===== src/rtl/rover_sensor_pkg.sv =====
// -----------------------------------------------------------------------------
// rover_sensor_pkg
//   Shared definitions for the rover proximity-sensor path. It holds two groups
//   of definitions:
//     - The echo responder: its state encoding, its timing defaults and the
//       echo-width helper.
//     - The proximity-sensor driver: the constants it uses when it issues
//       ranging requests.
//   Both sides import the same numbers, so they cannot drift apart.
// -----------------------------------------------------------------------------
package rover_sensor_pkg;

    // Echo responder states. The encoding is fixed so that debug tooling
    // can decode a state value directly.
    typedef enum logic [2:0] {
        ST_IDLE    = 3'd0,
        ST_TRIG    = 3'd1,
        ST_BURST   = 3'd2,
        ST_ECHO    = 3'd3,
        ST_HOLDOFF = 3'd4
    } echo_state_e;

    // Echo responder timing defaults. All of these are in microseconds,
    // except the clock rate and the ranges.
    localparam int ECHO_CLK_PER_US  = 100;    // 100 MHz board clock
    localparam int ECHO_MIN_TRIG_US = 10;
    localparam int ECHO_BURST_US    = 200;
    localparam int ECHO_US_PER_CM   = 58;
    localparam int ECHO_MAX_CM      = 400;
    localparam int ECHO_TIMEOUT_US  = 38000;
    localparam int ECHO_HOLDOFF_US  = 10000;

    // Width of the microsecond counter.
    localparam int US_CNT_W = 16;

    // Proximity-sensor driver constants: the trigger pulse it issues and its
    // measurement period. The period is kept longer than the worst-case echo
    // plus the holdoff.
    localparam int DRV_TRIG_PULSE_US  = 12;
    localparam int DRV_MEAS_PERIOD_US = 60000;
    localparam int DRV_RANGE_W        = 9;

    // Echo width in microseconds for a latched range.
    //   - A distance of 0 reports as 1 cm.
    //   - No object, or a distance beyond max_cm, reports the timeout width.
    //   - The product is formed in 32 bits before it is narrowed. The largest
    //     in-range value is 400*58 = 23200, which fits in 16 bits.
    function automatic logic [US_CNT_W-1:0] echo_width_us(
        input logic [8:0] dist_cm,
        input logic       obst,
        input int         us_per_cm,
        input int         max_cm,
        input int         timeout_us
    );
        int d_eff;
        int prod;
        d_eff = (dist_cm == 9'd0) ? 1 : int'({23'd0, dist_cm});
        prod  = d_eff * us_per_cm;
        if (obst && (int'({23'd0, dist_cm}) <= max_cm)) begin
            return US_CNT_W'(prod);
        end
        return US_CNT_W'(timeout_us);
    endfunction

endpackage


===== src/rtl/us_timer.sv =====
// -----------------------------------------------------------------------------
// us_timer
//   Microsecond timebase for the echo responder. It is made of two counters:
//     - A prescaler that counts 0..CLK_PER_US-1.
//     - A 16-bit microsecond counter that advances each time the prescaler
//       wraps.
//
//   Ports:
//     clk       - system clock, rising edge
//     reset     - synchronous active-high reset; clears both counters
//     clear     - synchronous clear; the owner asserts it on every state entry
//     us_count  - whole microseconds elapsed since the last clear
//                 (saturates at 16'hFFFF)
//     us_tick   - high in the last clock of each microsecond
//                 (prescaler == CLK_PER_US-1)
// -----------------------------------------------------------------------------
module us_timer
    import rover_sensor_pkg::*;
#(
    parameter int CLK_PER_US = ECHO_CLK_PER_US
) (
    input  logic                clk,
    input  logic                reset,
    input  logic                clear,
    output logic [US_CNT_W-1:0] us_count,
    output logic                us_tick
);

    localparam int          PW       = (CLK_PER_US > 1) ? $clog2(CLK_PER_US) : 1;
    localparam logic [PW-1:0] PRE_LAST = PW'(CLK_PER_US - 1);

    logic [PW-1:0]       pre_q, pre_d;
    logic [US_CNT_W-1:0] cnt_q, cnt_d;

    assign us_tick  = (pre_q == PRE_LAST);
    assign us_count = cnt_q;

    always_comb begin
        pre_d = pre_q;
        cnt_d = cnt_q;
        if (clear) begin
            pre_d = '0;
            cnt_d = '0;
        end else if (us_tick) begin
            pre_d = '0;
            // Saturate so that a trigger held high forever cannot wrap the
            // counter. A wrap would make a long pulse look short.
            if (cnt_q != {US_CNT_W{1'b1}}) begin
                cnt_d = cnt_q + US_CNT_W'(1);
            end
        end else begin
            pre_d = pre_q + PW'(1);
        end
    end

    always_ff @(posedge clk) begin
        if (reset) begin
            pre_q <= '0;
            cnt_q <= '0;
        end else begin
            pre_q <= pre_d;
            cnt_q <= cnt_d;
        end
    end

endmodule


===== src/rtl/ultrasonic_echo_responder.sv =====
// -----------------------------------------------------------------------------
// ultrasonic_echo_responder
//   Emulates an HC-SR04 style ultrasonic ranger. The behaviour is:
//     - A trigger pulse of at least MIN_TRIG_US starts a measurement. The
//       range inputs are latched when the trigger falls.
//     - After BURST_US an echo pulse is produced. Its width encodes the
//       latched range.
//     - A HOLDOFF_US dead time follows before the next trigger is accepted.
//
//   Ports:
//     clk          - system clock, rising edge
//     reset        - synchronous active-high reset
//     trigger      - ranging request from the sensor driver
//     distance_cm  - emulated obstacle range in cm (9 bits)
//     obstacle     - 1 = object present, 0 = nothing in range
//     echo         - registered echo pulse
//     busy         - registered, high whenever the FSM is not in IDLE
//     trig_err     - registered one-cycle pulse when a short trigger is
//                    rejected
//
//   Phase lengths are exact clock counts, measured from the state entry:
//     - BURST:   BURST_US*CLK_PER_US cycles
//     - ECHO:    width_us*CLK_PER_US cycles
//     - HOLDOFF: HOLDOFF_US*CLK_PER_US cycles
// -----------------------------------------------------------------------------
module ultrasonic_echo_responder
    import rover_sensor_pkg::*;
#(
    parameter int CLK_PER_US  = ECHO_CLK_PER_US,
    parameter int MIN_TRIG_US = ECHO_MIN_TRIG_US,
    parameter int BURST_US    = ECHO_BURST_US,
    parameter int US_PER_CM   = ECHO_US_PER_CM,
    parameter int MAX_CM      = ECHO_MAX_CM,
    parameter int TIMEOUT_US  = ECHO_TIMEOUT_US,
    parameter int HOLDOFF_US  = ECHO_HOLDOFF_US
) (
    input  logic       clk,
    input  logic       reset,
    input  logic       trigger,
    input  logic [8:0] distance_cm,
    input  logic       obstacle,
    output logic       echo,
    output logic       busy,
    output logic       trig_err
);

    localparam logic [US_CNT_W-1:0] MIN_US   = US_CNT_W'(MIN_TRIG_US);
    localparam logic [US_CNT_W-1:0] MIN_M1   = US_CNT_W'(MIN_TRIG_US - 1);
    localparam logic [US_CNT_W-1:0] BURST_M1 = US_CNT_W'(BURST_US - 1);
    localparam logic [US_CNT_W-1:0] HOLD_M1  = US_CNT_W'(HOLDOFF_US - 1);

    echo_state_e state_q, state_d;
    logic        echo_q, echo_d;
    logic        busy_q, busy_d;
    logic        trig_err_q, trig_err_d;
    logic        trig_prev_q, trig_prev_d;
    logic [8:0]  dist_q, dist_d;
    logic        obst_q, obst_d;

    logic [US_CNT_W-1:0] us_count;
    logic                us_tick;
    logic                timer_clear;
    logic [US_CNT_W-1:0] width_us;
    logic [US_CNT_W-1:0] width_m1;
    logic                trig_long;
    logic                burst_done;
    logic                echo_done;
    logic                hold_done;

    us_timer #(
        .CLK_PER_US (CLK_PER_US)
    ) u_us_timer (
        .clk      (clk),
        .reset    (reset),
        .clear    (timer_clear),
        .us_count (us_count),
        .us_tick  (us_tick)
    );

    // The width is derived only from the latched range. Input changes made
    // after the trigger falls therefore cannot reshape a pulse in progress.
    assign width_us = echo_width_us(dist_q, obst_q, US_PER_CM, MAX_CM, TIMEOUT_US);
    assign width_m1 = width_us - US_CNT_W'(1);

    // Each phase of D microseconds ends on the last clock of its D-th
    // microsecond, that is when us_count == D-1 and us_tick is high. The
    // state entry cleared the timer, so the phase lasts exactly D*CLK_PER_US
    // cycles.
    assign burst_done = (us_count == BURST_M1) && us_tick;
    assign echo_done  = (us_count == width_m1) && us_tick;
    assign hold_done  = (us_count == HOLD_M1)  && us_tick;

    // Trigger length check. The rising-edge cycle was spent in IDLE, so the
    // number of high cycles is one more than the cycles elapsed in TRIG.
    // The pulse is accepted when (elapsed + 1) >= MIN_TRIG_US*CLK_PER_US.
    assign trig_long = (us_count >= MIN_US) || ((us_count == MIN_M1) && us_tick);

    always_comb begin
        state_d     = state_q;
        echo_d      = 1'b0;
        trig_err_d  = 1'b0;
        dist_d      = dist_q;
        obst_d      = obst_q;
        trig_prev_d = trigger;

        unique case (state_q)
            ST_IDLE: begin
                // Only a true 0->1 edge starts a measurement. A trigger that
                // is already high when IDLE is entered is ignored.
                if (trigger && !trig_prev_q) begin
                    state_d = ST_TRIG;
                end
            end
            ST_TRIG: begin
                if (!trigger) begin
                    if (trig_long) begin
                        state_d = ST_BURST;
                        dist_d  = distance_cm;
                        obst_d  = obstacle;
                    end else begin
                        state_d    = ST_IDLE;
                        trig_err_d = 1'b1;
                    end
                end
            end
            ST_BURST: begin
                if (burst_done) begin
                    state_d = ST_ECHO;
                    echo_d  = 1'b1;
                end
            end
            ST_ECHO: begin
                if (echo_done) begin
                    state_d = ST_HOLDOFF;
                end else begin
                    echo_d = 1'b1;
                end
            end
            ST_HOLDOFF: begin
                if (hold_done) begin
                    state_d = ST_IDLE;
                end
            end
            default: begin
                state_d = ST_IDLE;
            end
        endcase

        busy_d = (state_d != ST_IDLE);
    end

    // Restart the timebase on every state change, so that each phase counts
    // from zero.
    assign timer_clear = (state_d != state_q);

    always_ff @(posedge clk) begin
        if (reset) begin
            state_q     <= ST_IDLE;
            echo_q      <= 1'b0;
            busy_q      <= 1'b0;
            trig_err_q  <= 1'b0;
            // Preset the previous-trigger register high. A trigger held high
            // through reset release then needs a fresh rising edge.
            trig_prev_q <= 1'b1;
            dist_q      <= '0;
            obst_q      <= 1'b0;
        end else begin
            state_q     <= state_d;
            echo_q      <= echo_d;
            busy_q      <= busy_d;
            trig_err_q  <= trig_err_d;
            trig_prev_q <= trig_prev_d;
            dist_q      <= dist_d;
            obst_q      <= obst_d;
        end
    end

    assign echo     = echo_q;
    assign busy     = busy_q;
    assign trig_err = trig_err_q;

endmodule


===== config.mk =====
export PLATFORM = sky130hd
export DESIGN_NAME = ultrasonic_echo_responder
export DESIGN_NICKNAME = d
export VERILOG_FILES = /design/src/rtl/rover_sensor_pkg.sv /design/src/rtl/us_timer.sv /design/src/rtl/ultrasonic_echo_responder.sv
export SDC_FILE = /design/constraint.sdc
export NUM_CORES = 1
export LEC_CHECK = 0
export ABC_AREA = 0
export BUFFER_PORTS_ARGS = -buffer_cell sky130_fd_sc_hd__buf_2
export CORE_AREA = 2 2 93 95
export CTS_CLUSTER_DIAMETER = 40
export DETAILED_ROUTE_END_ITERATION = 8
export DIE_AREA = 0 0 95 97
export PLACE_DENSITY_LB_ADDON = 0.25
export SYNTH_ARGS = -nofsm -noshare
export SYNTH_HDL_FRONTEND = slang
export SYNTH_HIERARCHICAL = 1
export SYNTH_SLANG_ARGS = --single-unit
export TNS_END_PERCENT = 20

===== constraint.sdc =====
create_clock -name clk -period 9.45 [get_ports clk]
set_input_delay 1.4175 -clock clk [delete_from_list [all_inputs] [get_ports clk]]
set_output_delay 1.4175 -clock clk [all_outputs]
set_load 0.02 [all_outputs]

==> impl_results.md, run 1 <==
- Status: finished clean
- Crit path arrival time: 6.99 ns
- Worst R2R Start: dist_q[5]
- Min-delay src: u_us_timer/pre_q[0]
- Worst R2R End: u_us_timer/us_count[6]
- Total design power: 0.328 mW
- Pwr dens: 77.5 nW/um^2
- Post-Route Setup TNS: 0 ns
- Input/output buffers: 15
- Crit start category: flop
- TritonCTS buffer count: 5
- Core area: 8130 sq um
- Vias per Instance: 6.05
- Synth-to-Final Area Change: 6.73%
- Largest net degree at the start of global routing: 24
- Vias in the first global route: 3512
- Crit-path max cell delay: 0.54 ns
- Worst Path Required: 9.65 ns
- Clk sinks: 40
- Crit-path cells: inv_1 -> ha_1 -> and4b_1 -> a21oi_1 -> inv_1 -> fa_1 -> inv_1 -> ha_1 -> inv_1 -> fa_1 -> inv_1 -> ha_1 -> nand2b_1 -> a2111oi_0 -> mux2i_1 -> a21o_1 -> o41a_1 -> o211a_1 -> a211o_1 -> and4b_4 -> a41o_1 -> or2_2 -> o41ai_1
- WL per Instance: 15.5 um
- Number of nets in the layout: 563
- Fmax: 0.147 GHz
- CTS Hold Bufs: 0
- Yosys top cell area share: 20.2%
- Row cnt: 33
- Synth unique cells: 77
- I/O pin count: 16
- HPWL Detailed: 7460 um
- Aggregate global routing overflow: 0
- Post-Synthesis Mean Instance Area: 7.99 sq um
- Synthesized area: 3960 sq um
- EDFF count, synth: 0
- First-pass GRT wire length: 16400 um
- Crit path time final: 6.79 ns
- Final wirelength: 9440 um
- # Post-CTS Setup Buffers: 0
- Seq/Total Area, Yosys: 20.2%
- Mapped Cells: 496
- Worst path slowest cell: fa_1
- CTS clock-pin slew for the worst setup and hold paths: 0.09 ns
- Hold Fails Final Rpt: 0
- Hold Slack: 0.480 ns
- Skew-Pair Late Insertion Delay: 0.30 ns
- HP Class: reg2reg
- Chip width: 95 um
- Initial antenna violation count: 0
- Worst Setup Path Type: reg2reg
- Post-route insts no fill: 610
- RSZ-0062 raised after global routing: false
- Peak supply drop: 0.120 mV
- MaxCap Viol Count: 0
- Total leakage power: 1.84 nW
- DR pass1 iterations: 5
- Endpoint of the worst hold path: u_us_timer/pre_q[0]
- Yosys warnings: 6
- Finish-stage setup viols: 0
- Final slew viol count: 0
- Slew @ Worst Pin: 1.08 ns
- Fin crit share: 71.9%
- Max FO, Critical Path: 12
- Resized cells post-CTS: 0
- CTS H-tree depth: 2
- Place WS: 2.72 ns
- DRC Markers: 0
- DP Cell Count: 602
- Synth area leaders: dfxtp_1 20%, ha_1 11%, fa_1 6.1%
- Worst r2r path cells: 23
- Initial Utilization: 48.7%
- Tot GR Track Use: 21.6%
- Hold depth: 1
- Fin Clk Skew: 0.0123 ns
- Routability cong.: 0.945
- Top cell by count, worst path: inv_1
- Antenna Cells: 0
- DRT iter0 DRCs: 206
- Ys async rst share: 0%
- R2R Setup Slk: 2.66 ns
- Ys flop type: dfxtp_1
- Layout cells sized above 1: 8.12%
- Root Driver: clkbuf_8
- CTS tree: done
- Commonest non-fill, non-tap cell in the layout: inv_1
- Area leader, netlist: dfxtp_1
- Flops & latches, synth: 40
- Via Count: 3691
- Setup slack after layout: 2.66 ns
- Most frequent cells in the layout: 51 x inv_1, 42 x nor2_1, 40 x dfxtp_1
- Syn_nets: 555
- Clock Tree Buf Depth: 2
- DRT antenna net count: 0
- Die height: 97 um
- Die ar.: 9220 sq um
- Worst setup EP type: flop
- Worst relative slew slack: 27.4%
-- where the power goes --
part | internal [mW] | leakage, nW | total, mW | switching [mW]
Sequential | 0.170 | 0.323 | 0.172 | 0.00151
Clock | 0.0796 | 0.0548 | 0.144 | 0.0642
Combinational | 0.00531 | 1.46 | 0.0125 | 0.00718
Total | 0.255 | 1.84 | 0.328 | 0.0729
-- synth_stat cells (5+ instances only) --
| master | instances |
|---|---|
| a211o_1 | 5 |
| a21o_1 | 6 |
| a21oi_1 | 28 |
| and3_1 | 6 |
| clkbuf_1 | 11 |
| dfxtp_1 | 40 |
| fa_1 | 12 |
| ha_1 | 34 |
| inv_1 | 51 |
| mux2i_1 | 15 |
| nand2_1 | 33 |
| nand2b_1 | 9 |
| nand3_1 | 23 |
| nand4_1 | 9 |
| nor2_1 | 42 |
| nor3_1 | 10 |
| nor3b_1 | 9 |
| nor4_1 | 7 |
| nor4b_1 | 6 |
| o211ai_1 | 5 |
| o21ai_0 | 12 |
| o31ai_1 | 8 |
| or3_1 | 6 |
| or4_1 | 9 |
| xnor2_1 | 13 |
| xor2_1 | 7 |
-- through the flow --
stage / util (%) / instance area (sq um)
6_report: 52.0 / 4230
5_1_grt: 52.0 / 4230
4_1_cts: 52.0 / 4230
3_5_place_dp: 50.6 / 4110
3_3_place_gp: 50.6 / 4110
2_1_floorplan: - / 3960
-- logic make-up (layout without fill, tap and decap cells) --
group / count (synthesis) / after routing / synth area share, %
simple gates: 195 / 195 / 27.2
compound gates: 113 / 113 / 20.9
flops: 40 / 40 / 20.2
buf+inv: 66 / 75 / 6.41
xor+xnor: 20 / 20 / 4.42
mux: 16 / 16 / 4.07
fa+ha+maj: 46 / 46 / 16.8
-- per-layer routing --
metal  part of all wire [%]  track usage (%)
met5                      0                0
met2                     44             33.5
met3                    3.8             3.19
met4                    1.7             5.69
met1                     50             31.3
-- flip-flops by register name, indices dropped and copies added (netlist names) --
signal / cells
busy: 1
dist_q: 9
echo: 1
obst_q: 1
state_q: 3
trig_err: 1
trig_prev_q: 1
u_us_timer/pre_q: 7
u_us_timer/us_count: 16
-- final cells by class --
cell class	instances	area, sq um
clock inverter	3	46.3
sequential	40	801
tap	105	131
multi-input combinational	390	2910
fill	782	3910
clock buffer	5	68.8
inverter	51	191
timing repair buffer	16	82.6
-- worst max-delay path by stage --
stage,startpoint,endpoint,slack (ns),depth (start not counted)
6_report,dist_q[5],u_us_timer/us_count[6],2.66,23
5_1_grt,dist_q[6],u_us_timer/us_count[6],2.08,23
4_1_cts,dist_q[7],u_us_timer/us_count[6],2.70,23
3_5_place_dp,dist_q[7],u_us_timer/us_count[6],2.72,23
3_3_place_gp,dist_q[7],u_us_timer/us_count[6],2.93,23
2_1_floorplan,dist_q[7],u_us_timer/us_count[6],3.54,23
-- worst max-delay path, delay by kind of cell (launching register included) --
kind / cells / cell delay, ns
flip-flops: 1 / 0.40
adder cells (fa/ha/maj): 5 / 1.90
multiplexers: 1 / 0.26
AND/OR/NAND/NOR: 4 / 1.06
buffers and inverters: 5 / 0.37
AO/OA/AOI/OAI: 8 / 2.70
No activity file was read; power rests on OpenSTA's default activity.
==> inputs of run 2 (changes only) <==
==> constraint.sdc (replaced) <==
create_clock -name clk -period 5.5 [get_ports clk]
set_input_delay 0.825 -clock clk [delete_from_list [all_inputs] [get_ports clk]]
set_output_delay 0.825 -clock clk [all_outputs]
set_load 0.02 [all_outputs]
==> run 2 against run 1 <==
  * The run now ends with setup timing left
  * Register-to-register slack worse by 2.8 ns
  * Count of clock-buffer cells in the layout up 1
  * Flip-flop and latch count unchanged
  * First-iteration DRC count down 16%
  * Global-route usage up 3.6 points
  * Combinational power rose to 2.7 times the previous value
  * Sequential power up 71%
  * Worst hold slack worse by 0.027 ns
  * Cell area up 27%
  * Clock power up 45%
  * Worst setup slack worse by 2.8 ns
  * Critical endpoint is now u_us_timer/us_count[13]
  * Largest cell class unchanged
  * Largest power group unchanged
==> impl_results.md, run 2 (synthesized netlist as in run 1, its figures left out) <==
- Status: finished with violations
- Violated checks: setup timing
- Tot GR Track Use: 25.2%
- Initial Utilization: 48.7%
- HPWL Detailed: 8410 um
- Layout cells sized above 1: 33.9%
- Max FO, Critical Path: 5
- DRC Markers: 0
- Via Count: 4109
- Worst r2r path cells: 25
- Setup slack after layout: -0.149 ns
- Pwr dens: 100 nW/um^2
- Final slew viol count: 0
- Total leakage power: 2.37 nW
- WL per Instance: 16.5 um
- Worst setup EP type: flop
- RSZ-0062 raised after global routing: true
- Fin Clk Skew: 0.00891 ns
- Skew-Pair Late Insertion Delay: 0.30 ns
- Input/output buffers: 15
- Antenna Cells: 0
- Clock Tree Buf Depth: 2
- Number of nets in the layout: 645
- TritonCTS buffer count: 5
- DR pass1 iterations: 7
- HP Class: reg2reg
- Max reg flops: 16
- Top cell by count, worst path: ha_4
- Hold Slack: 0.454 ns
- Finish-stage setup viols: 16
- Die height: 97 um
- Peak supply drop: 0.158 mV
- Worst Setup Path Type: reg2reg
- DRT antenna net count: 0
- Chip width: 95 um
- Slew @ Worst Pin: 0.822 ns
- DP Cell Count: 669
- Core area: 8130 sq um
- Post-Route Setup TNS: -1.32 ns
- Initial antenna violation count: 0
- Clk sinks: 40
- Worst relative slew slack: 45.2%
- Largest net degree at the start of global routing: 24
- Aggregate global routing overflow: 0
- CTS Hold Bufs: 0
- Final Cell Area: 5350 sq um
- Worst path slowest cell: fa_1
- Hold depth: 1
- CTS clock-pin slew for the worst setup and hold paths: 0.08 ns
- Root Driver: clkbuf_8
- Routability cong.: 0.917
- CTS tree: done
- CTS H-tree depth: 2
- Hold Fails Final Rpt: 0
- Crit path time final: 5.65 ns
- DRT iter0 DRCs: 173
- Fmax: 0.177 GHz
- I/O pin count: 16
- Crit-path max cell delay: 0.57 ns
- Worst Path Required: 5.72 ns
- Row cnt: 33
- Final wirelength: 11400 um
- Most frequent cells in the layout: 75 x buf_4, 39 x nor2_1, 38 x inv_1
- Crit start category: flop
- Vias in the first global route: 4008
- Commonest non-fill, non-tap cell in the layout: buf_4
- Fill cells: 646
- Vias per Instance: 5.94
- Die ar.: 9220 sq um
- Post-route insts no fill: 692
- Crit path arrival time: 5.87 ns
- Fin crit share: 103%
- MaxCap Viol Count: 0
- First-pass GRT wire length: 19000 um
- Synth-to-Final Area Change: 35.1%
- Placed Area: 4810 sq um
## run 2: cell types whose count changed in the layout (fill, tap and decap cells not counted), moves of 4 or more
cell / previous run / this run
inv_2: 0 / 13
o21ai_0: 12 / 8
a21oi_1: 28 / 15
a21oi_2: 2 / 12
dfxtp_2: 0 / 5
dfxtp_1: 40 / 34
buf_6: 0 / 6
buf_4: 1 / 75
ha_4: 0 / 10
inv_1: 51 / 38
ha_1: 34 / 24
nand2_4: 0 / 6
nand2_1: 33 / 27
## run 2: stage by stage
stage / worst slack (ns) / power, mW / util [%]
after detailed placement: -0.209 / 0.330 / 59.1
final: -0.149 / 0.537 / 65.8
after global routing: -0.354 / 0.555 / 65.8
after global placement: -0.0764 / 0.330 / 59.1
after CTS: -0.0519 / 0.539 / 63.7
after floorplan: -0.00823 / 0.315 / -
## run 2: worst max-delay path, delay by kind of cell (launching register included)
family	cells	cell delay (ns)
DFF	1	0.34
and+or+nand+nor	9	1.81
adders and majority gates	5	1.77
xor gates and xnor gates	1	0.05
AOI/OAI and AO/OA	2	0.51
muxes	2	0.54
buffers and inverters	6	0.57
## run 2: cell type report
class | count | area [sq um] | share of cell area (%)
multi-input combinational | 390 | 3380 | 63.1
sequential | 40 | 811 | 15.2
timing repair buffer | 98 | 746 | 13.9
inverter | 51 | 191 | 3.58
tap | 105 | 131 | 2.45
clock buffer | 6 | 82.6 | 1.54
clock inverter | 2 | 13.8 | 0.257
## run 2: final timing paths
kind / from / endpoint / slack [ns]
setup / recovery: dist_q[2] / u_us_timer/us_count[13] / -0.15
hold / removal: u_us_timer/pre_q[0] / u_us_timer/pre_q[0] / 0.45
setup reg to reg: dist_q[2] / u_us_timer/us_count[13] / -0.15
hold reg to reg: u_us_timer/pre_q[0] / u_us_timer/pre_q[0] / 0.45
## run 2: report_power, final
group	leakage, nW	total (mW)	switching, mW	internal [mW]
Sequential	0.326	0.294	0.00255	0.292
Combinational	2.00	0.0335	0.0165	0.0170
Clock	0.0477	0.209	0.107	0.102
## run 2: layer usage
layer,global-route usage [%],vias to the layer above,part of all wire [%]
met5,0,-,0
met4,6.58,0,1.9
met3,2.65,17,4.1
met2,42.2,118,49
met1,34.3,1960,45
li1,-,2014,-
## run 2: timing repair
action,4_1_cts,5_1_grt
buffers inserted,10,5
pin swaps,30,16
resized for setup,48,27
endpoints found under the setup margin,23,23
gates cloned,0,0
